--- src/rtl/inst_fetch_sequencer.sv ---
// Byte-serial instruction fetch: assembles four little-endian bytes per instruction.
// Optional misaligned-redirect trap (sticky fetch_fault + HALT) under `ALIGN_CHECK_EN.
module inst_fetch_sequencer #(
  parameter int                ADDR_W    = 64,
  parameter int                MEM_BYTES = 16,
  parameter logic [ADDR_W-1:0] RESET_PC  = '0
) (
  input  logic              clk,
  input  logic              reset,
  input  logic              fetch_en,
  input  logic              redirect_valid,
  input  logic [ADDR_W-1:0] redirect_pc,
  output logic              mem_rd_en,
  output logic [ADDR_W-1:0] mem_addr,
  input  logic [7:0]        mem_rdata,
  output logic              inst_valid,
  input  logic              inst_ready,
  output logic [31:0]       inst_data,
  output logic [ADDR_W-1:0] inst_pc,
  output logic              fetch_fault
);

  localparam logic [ADDR_W-1:0] ADDR_MASK = ADDR_W'(MEM_BYTES - 1);

`ifdef ALIGN_CHECK_EN
  typedef enum logic [2:0] {IDLE, FETCH, DRAIN, VALID, HALT} state_t;
`else
  typedef enum logic [1:0] {IDLE, FETCH, DRAIN, VALID} state_t;
`endif

  state_t            state_q, state_d;
  logic [ADDR_W-1:0] pc_q;
  logic [ADDR_W-1:0] addr_q;
  logic [1:0]        cnt_q;
  logic [1:0]        lane;
  logic              handshake;
  logic              redirect_take;
  logic              misalign;
  logic              fault_q;

  function automatic logic [ADDR_W-1:0] wrap_addr(input logic [ADDR_W-1:0] a);
    return a & ADDR_MASK;
  endfunction

  assign handshake = inst_valid & inst_ready;
  assign lane      = cnt_q - 2'd1;

`ifdef ALIGN_CHECK_EN
  assign redirect_take = redirect_valid && (state_q != HALT);
  assign misalign      = redirect_pc[1:0] != 2'b00;
`else
  assign redirect_take = redirect_valid;
  assign misalign      = 1'b0;
`endif

  assign fetch_fault = fault_q;
  assign mem_rd_en   = (state_q == FETCH);
  assign mem_addr    = (state_q == FETCH) ? wrap_addr(pc_q + ADDR_W'(cnt_q)) : addr_q;

  always_ff @(posedge clk or negedge reset) begin
    if (!reset) state_q <= IDLE;
    else        state_q <= state_d;
  end

  always_comb begin
    state_d = state_q;
    case (state_q)
      IDLE:    if (fetch_en) state_d = FETCH;
      FETCH:   if (cnt_q == 2'd3) state_d = DRAIN;
      DRAIN:   state_d = VALID;
      VALID:   if (handshake) state_d = fetch_en ? FETCH : IDLE;
      default: state_d = state_q;
    endcase
    // A redirect overrides whatever the sequence was doing.
    if (redirect_take) begin
`ifdef ALIGN_CHECK_EN
      if (misalign) state_d = HALT;
      else          state_d = fetch_en ? FETCH : IDLE;
`else
      state_d = fetch_en ? FETCH : IDLE;
`endif
    end
  end

  always_ff @(posedge clk or negedge reset) begin
    if (!reset) begin
      pc_q       <= wrap_addr(RESET_PC);
      addr_q     <= '0;
      cnt_q      <= 2'd0;
      inst_valid <= 1'b0;
      inst_data  <= '0;
      inst_pc    <= '0;
      fault_q    <= 1'b0;
    end else begin
      if (state_q == FETCH) addr_q <= mem_addr;
      if (redirect_take) begin
        // Partial bytes and any read still in flight are simply abandoned.
        pc_q       <= wrap_addr(redirect_pc);
        cnt_q      <= 2'd0;
        inst_valid <= 1'b0;
        if (misalign) fault_q <= 1'b1;
      end else begin
        case (state_q)
          FETCH: begin
            cnt_q <= cnt_q + 2'd1;
            if (cnt_q != 2'd0) inst_data[{lane, 3'b000} +: 8] <= mem_rdata;
          end
          DRAIN: begin
            inst_data[31:24] <= mem_rdata;
            inst_pc          <= pc_q;
            inst_valid       <= 1'b1;
            cnt_q            <= 2'd0;
          end
          VALID: begin
            if (handshake) begin
              pc_q       <= wrap_addr(pc_q + ADDR_W'(4));
              inst_valid <= 1'b0;
            end
          end
          default: ;
        endcase
      end
    end
  end

endmodule

--- config.mk ---
export PLATFORM = sky130hd
export DESIGN_NAME = inst_fetch_sequencer
export DESIGN_NICKNAME = d
export VERILOG_FILES = /design/src/rtl/inst_fetch_sequencer.sv
export SDC_FILE = /design/constraint.sdc
export NUM_CORES = 1
export LEC_CHECK = 0
export ABC_AREA = 1
export CAP_MARGIN = 25
export CELL_PAD_IN_SITES_DETAIL_PLACEMENT = 2
export CELL_PAD_IN_SITES_GLOBAL_PLACEMENT = 2
export CORE_MARGIN = 2
export CORE_UTILIZATION = 21
export DETAILED_ROUTE_END_ITERATION = 7
export PLACE_DENSITY = 0.83
export SETUP_SLACK_MARGIN = 0.2
export SYNTH_ARGS = -nofsm -noshare
export SYNTH_HDL_FRONTEND = slang
export SYNTH_SLANG_ARGS = --single-unit
--- constraint.sdc ---
create_clock -name clk -period 1.55 [get_ports clk]
set_input_delay 0.31 -clock clk [delete_from_list [all_inputs] [get_ports clk]]
set_output_delay 0.31 -clock clk [all_outputs]
set_load 0.02 [all_outputs]
## Word-level counts from Yosys, hierarchy flattened

Cells that the tools add are included.

| word-level totals | value |
|---|---|
| register bits | 229 |
| latch bits | 0 |
| RAM bits | 0 |
| bits in read-only memories | 0 |
| input port bits | 77 |
| output and inout port bits | 163 |
| word-level logic and storage cells | 56 |
| memories | 0 |

| operators by class | value |
|---|---|
| $add $sub $neg | 5 |
| multipliers | 0 |
| divide/modulo/power cells | 0 |
| $lt $le $gt $ge | 0 |
| equality and inequality tests | 8 |
| shifts and indexed selects | 2 |
| muxes and demuxes | 18 |
| bitwise gates (word level) | 2 |
| reductions and logical operators | 13 |

Operators by type and width:

| operator | number |
|---|---|
| 2-to-1 mux 64 bit | 4 |
| bitwise mux 32 bit | 1 |
| 2-to-1 mux 32 bit | 1 |
| variable shift 8 x 7 -> 32 bit (first input constant) | 1 |
| indexed part select 8 x 7 -> 32 bit | 1 |
| case mux 8 bit (2 select lines) | 1 |
| 2-to-1 mux 2 bit | 5 |
| AND reduction 3 bit | 3 |
| case mux 2 bit (4 select lines) | 1 |
| nonzero test 2 bit | 4 |
| negation 5 -> 7 bit | 1 |
| equality test 2 bit (second input constant) | 3 |
| != test 3 bit (second input constant) | 2 |
| AND reduction 2 bit | 3 |
| nonzero test 3 bit | 2 |
| adder 4 x 2 -> 4 bit | 1 |
| adder 4 x 3 -> 4 bit (second input constant) | 1 |
| case mux 2 bit (2 select lines) | 1 |
| 2-to-1 mux 1 bit | 3 |
| != test 3 x 2 -> 1 bit (second input constant) | 1 |
| adder 2 x 1 -> 2 bit (second input constant) | 1 |
| equality test 2 x 1 -> 1 bit (second input constant) | 1 |
| zero test 2 bit | 1 |
| != test 2 x 1 -> 1 bit (second input constant) | 1 |
| 4 further kinds | 4 |

## Logic depth before layout (Yosys ltp)

| depth | value |
|---|---|
| word-level depth | 6 |
| depth in mapped cells | 8 |

## Least setup slack after synthesis

No wires, ideal clock.

| timing path | value |
|---|---|
| kind | reg-to-output |
| start | reg cnt_q[0] |
| end | out mem_addr[2] |
| arrival | 1661 ps |
| required time | 1240 ps |
| setup slack | -421 ps |
| stages on the path, launching flop included | 5 |
| path through | dfrtp_1 > ha_1 > fa_1 > xnor2_1 > o21ai_0 |

| between the ends | value |
|---|---|
| word-level cells in the longest chain between the ends | 2 |

RTL lines:

| element | RTL line | RTL |
|---|---|---|
| from (decl) | 34 | `logic [1:0] cnt_q;` |
| from (signal assigned) | 105 | `cnt_q <= cnt_q + 2'd1;` |
| adder 4 x 2 -> 4 bit | 58 | `assign mem_addr = (state_q == FETCH) ? wrap_addr(pc_q + ADDR_W'(cnt_q)) : addr_q;` |
| 2-to-1 mux 64 bit | 58 |  |
| to (decl) | 14 | `output logic [ADDR_W-1:0] mem_addr,` |

No other way between the ends.

## Final worst setup path

| timing path | value |
|---|---|
| start | reg pc_q[0] |
| end | out mem_addr[1] |

| between the ends | value |
|---|---|
| word-level cells in the longest chain between the ends | 2 |

RTL lines:

| element | RTL line | RTL |
|---|---|---|
| from (decl) | 32 | `logic [ADDR_W-1:0] pc_q;` |
| from (signal assigned) | 87 | `pc_q <= wrap_addr(RESET_PC);` |
| from (signal assigned) | 98 | `pc_q <= wrap_addr(redirect_pc);` |
| from (signal assigned) | 116 | `pc_q <= wrap_addr(pc_q + ADDR_W'(4));` |
| adder 4 x 2 -> 4 bit | 58 |  |
| 2-to-1 mux 64 bit | 58 |  |

No other way between the ends.

==> results.json <==
{
  "finalCritPeriodShare": 1.37,
  "initial_utilization": 0.213,
  "final_util": 0.373,
  "ant_nets": 0,
  "crit_path_end_kind": "primary output",
  "area_growth_syn_to_layout_pct": 75.0,
  "grt_pass1_wl_um": 28500,
  "clk_pin_slew_ns": 0.08,
  "path_class": "reg2out",
  "core_um2": 24200,
  "dr.pass1.iters": 4,
  "die_x_um": 161,
  "rsz0062_at_grt": "yes",
  "final_cell_area_um2": 9050,
  "hold_viol_final": 0,
  "syn_inst": 595,
  "cts_buffers": 9,
  "die_h_um": 161,
  "synth.distinct_cells": 28,
  "synth-main-ff-cell": "dfrtp_1",
  "intPower_w": 0.00791,
  "maxCapViolCount": 0,
  "antenna_found_initial": 0,
  "overflow": 0,
  "final.setup_skew_ns": 0.0114,
  "cts_sinks": 109,
  "crit_arrival_ns": 1.81,
  "clockBufferDepth": 2,
  "cts-htree-levels": 3,
  "vias": 4452,
  "min_path_type": "in2async",
  "worstPathRequired_ns": 1.24,
  "hold_ws_ns": 0.404,
  "ys_warn_count": 0,
  "grt_max_degree": 41,
  "row_count": 57,
  "root_buffer": "clkbuf_16",
  "synth.ff_latch_count": 109,
  "yosysSeqAreaShare": 0.527,
  "setup_ws_ns": -0.567,
  "status": "finished with violations",
  "dpl_cell_area_um2": 7320,
  "n_antenna_cell": 0,
  "max_freq_mhz": 472,
  "clk_latency_ns": 0.36,
  "peakVddDrop_mv": 0.572,
  "max_stage_delay_ns": 0.55,
  "finalPower_w": 0.0131,
  "seq_power_share": 0.254,
  "drc_errors": 0,
  "setup_viol": 120,
  "clockPowerShare": 0.201,
  "worstSetupStartpointType": "flop",
  "io_buffer_count": 118,
  "viasPerCell": 3.94,
  "p_switching_w": 0.00524,
  "synth_edf_count": 0,
  "wl_per_cell_um": 18.0,
  "grt_use_total": 0.143,
  "p_leak_nw": 4.18,
  "syn_avg_cell_area_um2": 8.70,
  "violations": "negative setup slack",
  "crit_chain": "ha_4, fa_2, nand2_2, nand2_2, buf_6",
  "fp.dieArea_um2": 25900,
  "async_flop_share": 1.00,
  "p_comb_frac": 0.545,
  "p_sw_frac": 0.399,
  "dp_hpwl_um": 11800,
  "path_max_fanout": 2,
  "critPathMostFrequentCell": "nand2_2",
  "fin_crit_ns": 2.12,
  "crit_path_top_delay_cell": "fa_2",
  "power_density_nw_per_um2": 1450,
  "fillers": 2606,
  "ioPinCount": 240,
  "syn_area_um2": 5170,
  "report.final.slew_viol_count": 0,
  "cts_tree": "built",
  "drive_gt1_frac": 0.521,
  "routed_wl_um": 20300,
  "fin_nets": 891,
  "drtIter0Drc": 140,
  "gp_congestion": 0.730,
  "grt_pass1_vias": 4869
}
path summary, 6_finish.rpt:
path / from / end / slack, ns / cells past startpoint
worst max-delay path: pc_q[0] / mem_addr[1] / -0.57 / 5
worst min-delay path: reset / addr_q[11] / 0.40 / 2
worst max register to register: state_q[1] / inst_data[0] / -0.45 / 11
worst min register to register: inst_data[20] / inst_data[20] / 0.49 / 2
max in group asynchronous: reset / addr_q[3] / 0.56 / 3
min in group clk: inst_data[20] / inst_data[20] / 0.49 / 2
synth_stat cells, drive strengths merged (6+ instances only):
master / number / share of area
nor2: 138 / 0.11
nand2: 104 / 0.077
clkbuf: 6 / 0.0044
ha: 12 / 0.029
buf: 74 / 0.11
inv: 89 / 0.067
o21ai: 27 / 0.037
dfrtp: 109 / 0.53
nand3: 28 / 0.028
logic make-up after synthesis:
logic type | Yosys count | synth area share
and+or+nand+nor | 272 | 0.219
buffers and inverters | 169 | 0.178
DFF | 109 | 0.527
AOI/OAI and AO/OA | 29 | 0.0392
adders and majority gates | 13 | 0.0329
other | 1 | 0.000725
xor gates and xnor gates | 1 | 0.00169
muxes | 1 | 0.00193
timing repair:
item,in CTS,in global routing
endpoints found under the setup margin,170,172
pin swaps,34,32
hold buffers,1,0
resized for setup,552,161
cloned,10,2
hold endpoints to repair,11,0
buffers inserted,25,23
cells in the final DEF, fill, tap and decap left out, types with 2 or more instances in the layout:
cell	count
buf_12	10
buf_16	11
buf_2	33
buf_4	41
buf_6	73
buf_8	7
bufinv_16	2
clkbuf_16	11
clkbuf_2	3
clkdlybuf4s15_2	17
clkdlybuf4s50_1	14
clkinvlp_4	2
conb_1	61
dfrtp_1	108
ha_1	7
ha_4	4
inv_1	79
inv_2	4
inv_4	2
inv_6	2
inv_8	3
nand2_1	51
nand2_2	29
nand2_4	23
nand3_1	19
nand3_2	5
nand3_4	4
nor2_1	32
nor2_2	9
nor2_4	97
nor2_8	2
o21ai_0	3
o21ai_1	7
o21ai_2	16
through the flow:
stage | worst slack, ns | setup TNS [ns] | instances
after floorplan | -0.173 | -0.238 | 655
after global placement | -0.619 | -23.00 | 1053
after global routing | -0.633 | -49.69 | 1130
after CTS | -0.532 | -35.79 | 1105
final | -0.567 | -41.36 | 1130
after detailed placement | -0.641 | -27.82 | 1053
flip-flops by register name, summed over array words and instances (netlist names):
| register | flops |
|---|---|
| addr_q | 64 |
| cnt_q | 2 |
| inst_data | 32 |
| inst_pc | 4 |
| inst_valid | 1 |
| pc_q | 4 |
| state_q | 2 |
final cells by class:
class                      instances  area, um^2  area share
sequential                       109        2730       0.301
clock inverter                     6        95.1      0.0105
tap                              324         405      0.0448
timing repair buffer             213        2320       0.256
inverter                          89         360      0.0398
clock buffer                      10         229      0.0253
multi-input combinational        379        2910       0.322
metal layers:
metal,track usage,part of all wire
met5,0,0
met4,0.0313,0.011
met3,0.0349,0.050
met2,0.271,0.57
met1,0.160,0.37
worst max-delay path, delay by kind of cell (launching register included):
family / cells / cell delay [ns]
and+or+nand+nor: 2 / 0.16
DFF: 1 / 0.42
buffers and inverters: 1 / 0.12
adders and majority gates: 2 / 0.74
power groups by stage:
stage          sequential [W]  combinational [W]  clock, W
4_1_cts               0.00334            0.00601   0.00267
2_1_floorplan         0.00352            0.00271         0
5_1_grt               0.00337            0.00758   0.00284
3_5_place_dp          0.00334            0.00414         0
3_3_place_gp          0.00332            0.00401         0
6_report              0.00334            0.00716   0.00264
No activity file was read; power rests on OpenSTA's default activity.
